<file path="src/rtl/branch_recovery_queue.sv">
// branch_recovery_queue
//   Tracks in-flight predicted conditional branches in fetch order and, when
//   execute resolves the oldest one against its prediction, either retires it
//   or flushes the whole queue and issues a one-cycle fetch redirect.
//
//   Parameters
//     OPTION_OPERAND_WIDTH  PC / target width (default 32, must exceed 13)
//     DEPTH                 entries, power of two in 2..16 (default 4)
//
//   Ports
//     clk                    rising-edge clock
//     rst                    synchronous active-low reset
//     push_i                 fetch issues a predicted conditional branch
//     push_pc_i              PC of the pushed branch
//     push_offset_i          signed 13-bit B-type byte offset
//     push_predicted_flag_i  predictor decision for the pushed branch
//     resolve_i              execute resolves the oldest branch
//     flag_i                 actual outcome, valid with resolve_i
//     predicted_flag_o       head prediction, 0 when empty
//     redirect_o             registered one-cycle redirect pulse
//     redirect_pc_o          correct fetch PC, held between redirects
//     full_o / empty_o       occupancy flags
//     count_o                current occupancy
//
//   Optional feature: define BRQ_MISPREDICT_STATS_EN to add the 32-bit
//   mispredict_count_o output (wrapping mispredict counter).
module branch_recovery_queue #(
  parameter int OPTION_OPERAND_WIDTH = 32,
  parameter int DEPTH                = 4
) (
  input  logic                            clk,
  input  logic                            rst,
  input  logic                            push_i,
  input  logic [OPTION_OPERAND_WIDTH-1:0] push_pc_i,
  input  logic [12:0]                     push_offset_i,
  input  logic                            push_predicted_flag_i,
  input  logic                            resolve_i,
  input  logic                            flag_i,
  output logic                            predicted_flag_o,
  output logic                            redirect_o,
  output logic [OPTION_OPERAND_WIDTH-1:0] redirect_pc_o,
  output logic                            full_o,
  output logic                            empty_o,
  output logic [$clog2(DEPTH):0]          count_o
`ifdef BRQ_MISPREDICT_STATS_EN
  ,
  output logic [31:0]                     mispredict_count_o
`endif
);

  localparam int W     = OPTION_OPERAND_WIDTH;
  localparam int PTR_W = $clog2(DEPTH);
  localparam int CNT_W = PTR_W + 1;
  localparam logic [CNT_W-1:0] DEPTH_C = CNT_W'(DEPTH);

  localparam logic [0:0] NORMAL  = 1'b0;
  localparam logic [0:0] RECOVER = 1'b1;

  // Entry storage (no reset needed; validity is tracked by count)
  logic [W-1:0]  pc_mem   [DEPTH];
  logic [12:0]   off_mem  [DEPTH];
  logic          pred_mem [DEPTH];

  logic [0:0]       state_q, state_d;
  logic [PTR_W-1:0] wr_ptr_q, wr_ptr_d;
  logic [PTR_W-1:0] rd_ptr_q, rd_ptr_d;
  logic [CNT_W-1:0] count_q, count_d;
  logic             redirect_q, redirect_d;
  logic [W-1:0]     redirect_pc_q, redirect_pc_d;

  logic         empty;
  logic         head_pred;
  logic [W-1:0] head_pc;
  logic [W-1:0] head_off_sext;
  logic         do_resolve;
  logic         mispredict;
  logic         correct;
  logic         push_ok;

  assign empty         = (count_q == '0);
  assign head_pred     = pred_mem[rd_ptr_q];
  assign head_pc       = pc_mem[rd_ptr_q];
  assign head_off_sext = {{(W-13){off_mem[rd_ptr_q][12]}}, off_mem[rd_ptr_q]};

  assign do_resolve = (state_q == NORMAL) && resolve_i && !empty;
  assign mispredict = do_resolve && (flag_i != head_pred);
  assign correct    = do_resolve && (flag_i == head_pred);
  // A full queue still accepts a push when the head retires in the same cycle.
  assign push_ok    = (state_q == NORMAL) && push_i && !mispredict &&
                      ((count_q < DEPTH_C) || correct);

  always_comb begin
    state_d       = state_q;
    wr_ptr_d      = wr_ptr_q;
    rd_ptr_d      = rd_ptr_q;
    count_d       = count_q;
    redirect_d    = 1'b0;
    redirect_pc_d = redirect_pc_q;
    if (state_q == RECOVER) begin
      state_d = NORMAL;
    end else if (mispredict) begin
      state_d       = RECOVER;
      wr_ptr_d      = '0;
      rd_ptr_d      = '0;
      count_d       = '0;
      redirect_d    = 1'b1;
      redirect_pc_d = flag_i ? (head_pc + head_off_sext) : (head_pc + W'(4));
    end else begin
      if (correct) begin
        rd_ptr_d = rd_ptr_q + PTR_W'(1);
      end
      if (push_ok) begin
        wr_ptr_d = wr_ptr_q + PTR_W'(1);
      end
      if (push_ok && !correct) begin
        count_d = count_q + CNT_W'(1);
      end else if (!push_ok && correct) begin
        count_d = count_q - CNT_W'(1);
      end
    end
  end

  always_ff @(posedge clk) begin
    if (!rst) begin
      state_q       <= NORMAL;
      wr_ptr_q      <= '0;
      rd_ptr_q      <= '0;
      count_q       <= '0;
      redirect_q    <= 1'b0;
      redirect_pc_q <= '0;
    end else begin
      state_q       <= state_d;
      wr_ptr_q      <= wr_ptr_d;
      rd_ptr_q      <= rd_ptr_d;
      count_q       <= count_d;
      redirect_q    <= redirect_d;
      redirect_pc_q <= redirect_pc_d;
    end
  end

  always_ff @(posedge clk) begin
    if (rst && push_ok) begin
      pc_mem[wr_ptr_q]   <= push_pc_i;
      off_mem[wr_ptr_q]  <= push_offset_i;
      pred_mem[wr_ptr_q] <= push_predicted_flag_i;
    end
  end

`ifdef BRQ_MISPREDICT_STATS_EN
  logic [31:0] mispredict_cnt_q;

  always_ff @(posedge clk) begin
    if (!rst) begin
      mispredict_cnt_q <= '0;
    end else if (mispredict) begin
      mispredict_cnt_q <= mispredict_cnt_q + 32'd1;
    end
  end

  assign mispredict_count_o = mispredict_cnt_q;
`endif

  assign predicted_flag_o = empty ? 1'b0 : head_pred;
  assign redirect_o       = redirect_q;
  assign redirect_pc_o    = redirect_pc_q;
  assign full_o           = (count_q == DEPTH_C);
  assign empty_o          = empty;
  assign count_o          = count_q;

endmodule
</file>
<file path="config.mk">
export PLATFORM = sky130hd
export DESIGN_NAME = branch_recovery_queue
export DESIGN_NICKNAME = d
export VERILOG_FILES = /design/src/rtl/branch_recovery_queue.sv
export SDC_FILE = /design/constraint.sdc
export NUM_CORES = 1
export LEC_CHECK = 0
export ABC_CLOCK_PERIOD_IN_PS = 10400
export CAP_MARGIN = 20
export CORE_MARGIN = 3
export CORE_UTILIZATION = 55
export DETAILED_ROUTE_END_ITERATION = 10
export PLACE_DENSITY = 0.84
export SLEW_MARGIN = 20
export SYNTH_ARGS = -nofsm -noshare
export SYNTH_HDL_FRONTEND = slang
export SYNTH_SLANG_ARGS = --single-unit
</file>
<file path="constraint.sdc">
create_clock -name clk -period 10.4 [get_ports clk]
set_input_delay 2.08 -clock clk [delete_from_list [all_inputs] [get_ports clk]]
set_output_delay 2.08 -clock clk [all_outputs]
set_load 0.05 [all_outputs]
</file>
# After elaboration in Yosys (flattened, before gate mapping)
# Memories as Yosys holds them, arrays and structs flattened. A register that Yosys moved wholly into a read port is not among the register bits.
# Cells that the tools add are included.
[classes]
add_sub_neg = 6
order_cmp = 1
eq_ne = 3
mux = 18
bitwise_logic = 2
n_reduce_logical = 24
[op_table]
columns = ["operator", "n"]
rows = [
  ["$add A32 B3 Y32 const B", 1],
  ["$add A32 B32 Y32", 1],
  ["$mux W32", 1],
  ["$mux W2", 10],
  ["$logic_and A1 B1 Y1", 10],
  ["$mux W3", 3],
  ["$reduce_and A2 Y1", 4],
  ["$add A2 B1 Y2 const B", 2],
  ["$logic_not A1 Y1", 4],
  ["$mux W1", 4],
  ["$reduce_bool A2 Y1", 2],
  ["$add A3 B1 Y3 const B", 1],
  ["$eq A3 B3 Y1 const B", 1],
  ["$logic_not A3 Y1", 1],
  ["$lt A3 B3 Y1 const B", 1],
  ["$reduce_bool A3 Y1", 1],
  ["$sub A3 B1 Y3 const B", 1],
  ["$not A1 Y1", 2],
  ["$reduce_or A2 Y1", 1],
  ["$eq A1 B1 Y1", 1],
  ["$logic_or A1 B1 Y1", 1],
  ["$ne A1 B1 Y1", 1],
]
[totals]
regBits = 40
ram_bits = 184
inputBits = 51
output_inout_bits = 39
elab_cells = 62
memories = 3
[memory_table]
columns = ["memory", "depth", "width", "rd", "rd_clocked_by_memory_dff", "wr", "line", "rtl"]
rows = [
  ["pc_mem", 4, 32, 1, 1, 1, "60", "logic [W-1:0] pc_mem [DEPTH];"],
  ["off_mem", 4, 13, 1, 1, 1, "61", "logic [12:0] off_mem [DEPTH];"],
  ["pred_mem", 4, 1, 1, 1, 1, "62", "logic pred_mem [DEPTH];"],
]

# Depth between registers and ports, before layout
[depth]
depth_word = 12
mapped_depth = 16

# Least setup slack after synthesis
# Ideal clock, no wire load.
[synth_timing]
path_type = "in2reg"
startpoint = "input port resolve_i"
endpoint = "memory off_mem[0][0] (enable)"
setup_ns = 0.408
t_arrival_ns = 4.235
required_time_ns = 9.992
setup_slack_ns = 5.756
stages = 5
n_path_buf = 1
path_cell_list = "nor3b_1 -> clkbuf_1 -> or2_2 -> a21oi_2 -> and3_1"
[synth_via]
elab_chain_len = 9
elab_cells_between_ends = 11
[synth_lines]
columns = ["element", "line", "rtl"]
rows = [
  ["start, declared", "37", "input logic resolve_i,"],
  ["$logic_and A1 B1 Y1 * (2 in series)", "85", "assign do_resolve = (state_q == NORMAL) && resolve_i && !empty;"],
  ["$logic_and A1 B1 Y1", "86", "assign mispredict = do_resolve && (flag_i != head_pred);"],
  ["$logic_not A1 Y1", "89", "assign push_ok = (state_q == NORMAL) && push_i && !mispredict &&"],
  ["$logic_and A1 B1 Y1", "89", ""],
  ["$logic_and A1 B1 Y1 *", "89", ""],
  ["$logic_and A1 B1 Y1 *", "142", "if (rst && push_ok) begin"],
  ["$mux W1 *", "142", ""],
  ["$mux W1 (not written as such) *", "144", "off_mem[wr_ptr_q] <= push_offset_i;"],
  ["end, declared", "61", ""],
]
# Every way passes the cells marked *; elsewhere a longest branch is shown, timed or not.

==> run_results.csv <==
group,metric,value,unit
critical_path,cp.required,8.32,ns
worst_hold_path,hold_path_depth,1,
critical_path,startpoint_type,"flop",
final_layout,drive_above_1_share,12.7,%
floorplanning,start_util,56.9,%
placement,dp_hpwl,15.2,mm
logic_synthesis,netlist_area,10800,sq um
global_routing,grt_pass1_wl,37.1,mm
cts,cts.sinks,226,
logic_synthesis,ys_top_cells_by_area,"edfxtp_1 51%, mux4_2 9.2%, dfxtp_1 7.8%, ha_1 4.2%, xnor2_1 2.7%",
global_routing,grt_pass1_vias,6936,
placement,finalWeightedCongestion,0.890,
detailed_routing,routedWlPerCell,20.2,microns
global_routing,grt-ovfl-total,0,
logic_synthesis,ys_ff_latch,226,
logic_synthesis,yosysWarnings,0,
final_layout,antenna_cells,0,
logic_synthesis,syn_area_per_cell,14.0,sq um
logic_synthesis,ys_seq_area_share,58.8,%
critical_path,end_kind,"primary output",
cts,cts_root_buf,"clkbuf_16",
critical_path,r2r_end,"redirect_pc_o[30]",
power_and_ir_drop,vdd_drop_max,191,uV
logic_synthesis,yosysTopAreaCell,"edfxtp_1",
critical_path,rr_worst_depth,12,
sta,finalSetupTns,0,ns
cts,path_clk_slew,0.06,ns
logic_synthesis,synth_cell_type_count,69,
worst_hold_path,min_from,"redirect_pc_o[18]",
final_layout,num-nets-final,955,
placement,place_area,11900,sq um
critical_path,reg2reg_setup_slack,5.42,ns
flow_run,maxCapViolCount,0,
final_layout,final_cell_mix,"184 x edfxtp_1, 89 x clkdlybuf4s50_1, 59 x nand2_1",
global_routing,grt_max_degree,47,
final_layout,fin_area,12700,sq um
cts,numCtsBuffers,23,
worst_hold_path,hp-class,"reg -> reg",
sta,clock_skew,0.0102,ns
sta,max_slew_margin,40.2,%
logic_synthesis,synthArstFlopShare,0,%
floorplanning,die_w,146,microns
power_and_ir_drop,p_leak,4.44,nW
floorplanning,core_area,19000,sq um
detailed_routing,ant_nets,0,
detailed_routing,dr.pass1.iters,5,
sta,timing.final.crit_share,52.9,%
floorplanning,die_height,146,microns
cts,cts_max_level,1,
logic_synthesis,synth_cells,775,
floorplanning,dieArea,21400,sq um
logic_synthesis,syn-num-nets,864,
run_status,run_status,"finished, final reports clean",
detailed_routing,viasPerCell,5.99,
cts,clkLatencyLatePin,0.52,ns
placement,io_buffers,89,
logic_synthesis,ys.flop_type,"edfxtp_1",
cts,hold_buffers,0,
sta,maxSlewViolCount,0,
cts,post_cts_buffers,0,
detailed_routing,drt_wl_total,23.1,mm
critical_path,cp.arrival,3.42,ns
final_layout,syn2layout_area_growth,16.9,%
power_and_ir_drop,power.density,267,nW/um^2
detailed_routing,drt_iter0_markers,667,
floorplanning,io_pins,90,
global_routing,grtUsageTotal,21.6,%
sta,rsz0062_at_grt,"no",
sta,finalHoldViolCount,0,
detailed_routing,routed-via-count,6833,
floorplanning,rows,50,
sta,setup_viol,0,
critical_path,crit_fanout,32,
cts,cts_resized,0,
cts,cts_tree,"done",
logic_synthesis,synth_top_area_share,51.1,%
logic_synthesis,synth_edf_count,184,
global_routing,antenna_found_initial,0,
sta,tightest_slew,0.895,ns
final_layout,final_common_cell,"edfxtp_1",
sta,fmax,182,MHz
critical_path,critPathKind,"reg -> out",
cts,cts_buffer_depth,3,
sta,min_period,5.50,ns
detailed_routing,drc_errors,0,
worst_hold_path,min_to,"redirect_pc_o[18]",
==> through the flow <==
stage	std cells	hold WS [ns]	util [%]	worst slack, ns	total power [W]
6_report	1141	0.460	66.5	4.90	0.00338
5_1_grt	1141	0.483	66.5	4.69	0.00356
4_1_cts	1141	0.458	66.5	4.82	0.00338
3_5_place_dp	1101	0.445	62.7	4.97	0.00258
3_3_place_gp	1101	0.442	62.7	5.00	0.00255
2_1_floorplan	775	0.485	-	5.76	0.00223
==> where the power goes <==
group / internal, W / switching, W / leakage, nW
sequential: 0.00109 / 0.0000543 / 2.01
combinational: 0.000575 / 0.000865 / 2.07
clock: 0.000462 / 0.000332 / 0.368
==> cells by family (layout without fill, tap and decap cells) <==
logic type | count (synthesis) | after routing | share of synthesized area (%)
mux | 54 | 54 | 10.4
buf+inv | 47 | 153 | 2.35
simple gates | 198 | 198 | 9.60
xor+xnor | 56 | 56 | 4.53
fa+ha+maj | 38 | 38 | 4.53
compound gates | 156 | 156 | 9.78
flops | 226 | 226 | 58.8
==> per-layer routing <==
metal | part of all wire [%] | global-route usage, %
met1 | 43 | 30.0
met2 | 48 | 35.4
met3 | 6.8 | 3.35
met4 | 2.5 | 7.01
met5 | 0 | 0
==> cell usage after synthesis (5+ instances only) <==
cell	n
a31oi_1	6
xnor2_1	33
xor2_1	23
and2_1	12
nand2_1	59
nand2b_1	6
and3_1	15
o211ai_1	16
nand4_1	6
a211oi_1	7
buf_2	5
ha_1	36
o211a_1	5
a21boi_0	6
a21oi_1	33
nor3_1	9
mux4_2	44
dfxtp_1	42
a21o_1	19
clkbuf_1	17
a22oi_1	8
inv_1	15
nor2_1	35
edfxtp_1	184
nor2b_1	6
o21ai_0	25
mux2i_1	8
nand3_1	23
buf_6	5
==> critical path, stage by stage (launching register included) <==
cell             delay [ns]
dfxtp_2                0.65
buf_4                  0.63
mux4_2                 0.70
nor2b_1                0.18
clkdlybuf4s50_1        0.71
==> sequential cells by signal, summed over array words and instances (netlist names), named ones only <==
register and count:
count_o 3, redirect_o 1, pc_mem 128, redirect_pc_o 32, rd_ptr_q 2, wr_ptr_q 2
pred_mem 4, off_mem 52
==> worst max path at each step <==
stage | end | cells past startpoint
global route | predicted_flag_o | 4
CTS | predicted_flag_o | 4
detailed placement | redirect_pc_o[14] | 5
finish | predicted_flag_o | 4
floorplan | off_mem[0][0] | 5
global placement | redirect_pc_o[14] | 5
==> area by class of cell <==
class	count	area (sq um)
Clock buffer	25	593
Clock inverter	15	139
Fill cell	1363	6370
Inverter	15	56.3
Multi-Input combinational cell	502	4210
Sequential cell	226	6370
Tap cell	260	325
Timing Repair Buffer	98	958
Note: power is estimated with default switching activity, not from simulation.
==> edit (config.mk and constraints unchanged) <==
Register the input `push_offset_i` before use, cleared by the reset. The logic sees it one clock later. The other inputs are not delayed to match.
--- a/src/rtl/branch_recovery_queue.sv
+++ b/src/rtl/branch_recovery_queue.sv
@@ -56,4 +56,14 @@
   localparam logic [0:0] NORMAL  = 1'b0;
   localparam logic [0:0] RECOVER = 1'b1;
+
+  logic [12:0] push_offset_q;
+
+  always_ff @(posedge clk) begin
+    if (!rst) begin
+      push_offset_q <= '0;
+    end else begin
+      push_offset_q <= push_offset_i;
+    end
+  end
 
   // Entry storage (no reset needed; validity is tracked by count)
@@ -142,5 +152,5 @@
     if (rst && push_ok) begin
       pc_mem[wr_ptr_q]   <= push_pc_i;
-      off_mem[wr_ptr_q]  <= push_offset_i;
+      off_mem[wr_ptr_q]  <= push_offset_q;
       pred_mem[wr_ptr_q] <= push_predicted_flag_i;
     end
Function: changed (Yosys sat finds a counterexample within 4 cycles, from zero or initial values and one cycle with rst low).
==> edit against the unedited design <==
Hold slack lost 0.0037 ns; final area up 3.2%; register-to-register slack improved by 0.27 ns; count of clock-buffer cells in the layout rose by 6; sequential cell count increased by 13; first-iteration DRC count up 17%; highest routed layer unchanged; synthesized area is 3.7% higher; combinational power hardly changed; worst setup slack better by 0.41 ns; wire length increased by 4.7%; utilization down 0.28 points; die area rose by 3.5%; power is 1.5% higher; critical endpoint unchanged.
==> edit: results (changes against the unedited design) <==
Logic synthesis
The sequential fraction of the synthesis area is 59.1% (+0.24 points). The xor/xnor share of the synthesized area was 4.45% (-0.082 points). The commonest cells after synthesis are sky130_fd_sc_hd__edfxtp_1, sky130_fd_sc_hd__nand2_1, sky130_fd_sc_hd__dfxtp_1. The count of distinct cell types in the synthesized netlist came to 66 (-4.3%). The area share of fa/ha/maj cells after synthesis is 4.37% (-0.16 points). The cell count after synthesis is 816 (+5.3%). The proportion of synthesized area in mux cells is 10.7% (+0.31 points). The compound-cell area share of the yosys netlist was 9.37% (-0.41 points). Yosys attributes the largest share of cell area to sky130_fd_sc_hd__edfxtp_1, sky130_fd_sc_hd__dfxtp_1, sky130_fd_sc_hd__mux4_2.

Setup path
The maximum fanout along the worst path is 46 (+44%). The data arrival time of the critical path was 3.01 ns (-0.41 ns). The setup slack of the most critical reg-to-reg path is 5.69 ns (+0.27 ns). The reg-to-reg critical path endpoint is redirect_pc_o[28].

Timing
The transition at the pin with the smallest max-transition slack is 0.852 ns (-0.0430 ns). The final worst clock skew is 0.0105 ns (+0.000297 ns).

Floorplan
The overall die width is 149 um (+1.7%).

Place
The half-perimeter wire length after detailed placement is 16.2 mm (+6.2%). The placed instance area is 12300 um^2 (+3.4%). The setup slack at placement is 5.21 ns (+0.243 ns).

Hold path
The startpoint of the tightest hold check path is redirect_pc_o[14]. For hold timing, the worst endpoint is redirect_pc_o[14]. The cell count of the worst hold path came to 2 (+1).

Finish
The layout cell share with drive strength beyond 1 is 10.2% (-2.5 points). The relative area of non-clock buffer cells in the final design is 7.28% (-0.30 points). The total area of multi-input combinational cells was 4330 um^2 (+2.8%). The relative area of clock buffers and inverters in the final design was 5.71% (-0.076 points). The number of fillers in the final layout is 1346 (-1.2%). The count of clock buffers in the final design came to 31 (+24%). The register fraction of the total cell area was 50.7% (+0.41 points). The final cell count without fillers came to 1183 (+3.7%). The utilization after layout came to 66.2% (-0.28 points). The number of multi-input combinational cells came to 518 (+3.2%).

Power and ir drop
The leakage power summed over all cells is 4.56 nW (+2.6%). The maximum vdd ir drop is 0.154 mV (-19%).

Routing
The routed length on met3 is 1.82 mm (+16%). The post-detailed-route via-to-cell ratio is 5.97 (-0.23%). The first-pass iteration count of the detailed router is 6 (+1). The routed length on met1 is 11.0 mm (+11%). The violation count after the first detailed-route iteration is 782 (+17%).

Outcome
The flow ran to the end, and the final reports show no timing, DRC or antenna violations.

GRT
The number of global-route vias before repair is 6771 (-2.4%). The global-route total usage across every layer is 21.9% (+0.33 points).

Clock tree
The CTS buffer count came to 24 (+4.3%).
==> edit: changes by cell type in the layout (fill, tap and decap cells not counted), moves of 8 or more <==
cell                       change
sky130_fd_sc_hd__o211ai_1     -10
sky130_fd_sc_hd__mux4_2       -12
sky130_fd_sc_hd__nand3_1       -8
sky130_fd_sc_hd__mux4_1       +12
sky130_fd_sc_hd__and2_1        +8
sky130_fd_sc_hd__dfxtp_1      +13
==> edit: power groups by stage <==
stage / Combinational, W / Clock [W] / Sequential (W)
3_5_place_dp: 0.00141 / 0 / 0.00121
3_3_place_gp: 0.00139 / 0 / 0.00120
6_report: 0.00144 / 0.000796 / 0.00119
2_1_floorplan: 0.000956 / 0 / 0.00131
4_1_cts: 0.00143 / 0.000810 / 0.00119
5_1_grt: 0.00157 / 0.000846 / 0.00120
==> edit: layer usage <==
layer | vias to the layer above | track usage (%)
met5 | - | 0
met4 | 0 | 4.94
met3 | 38 | 4.19
met2 | 297 | 33.1
met1 | 3423 | 33.6
li1 | 3310 | -
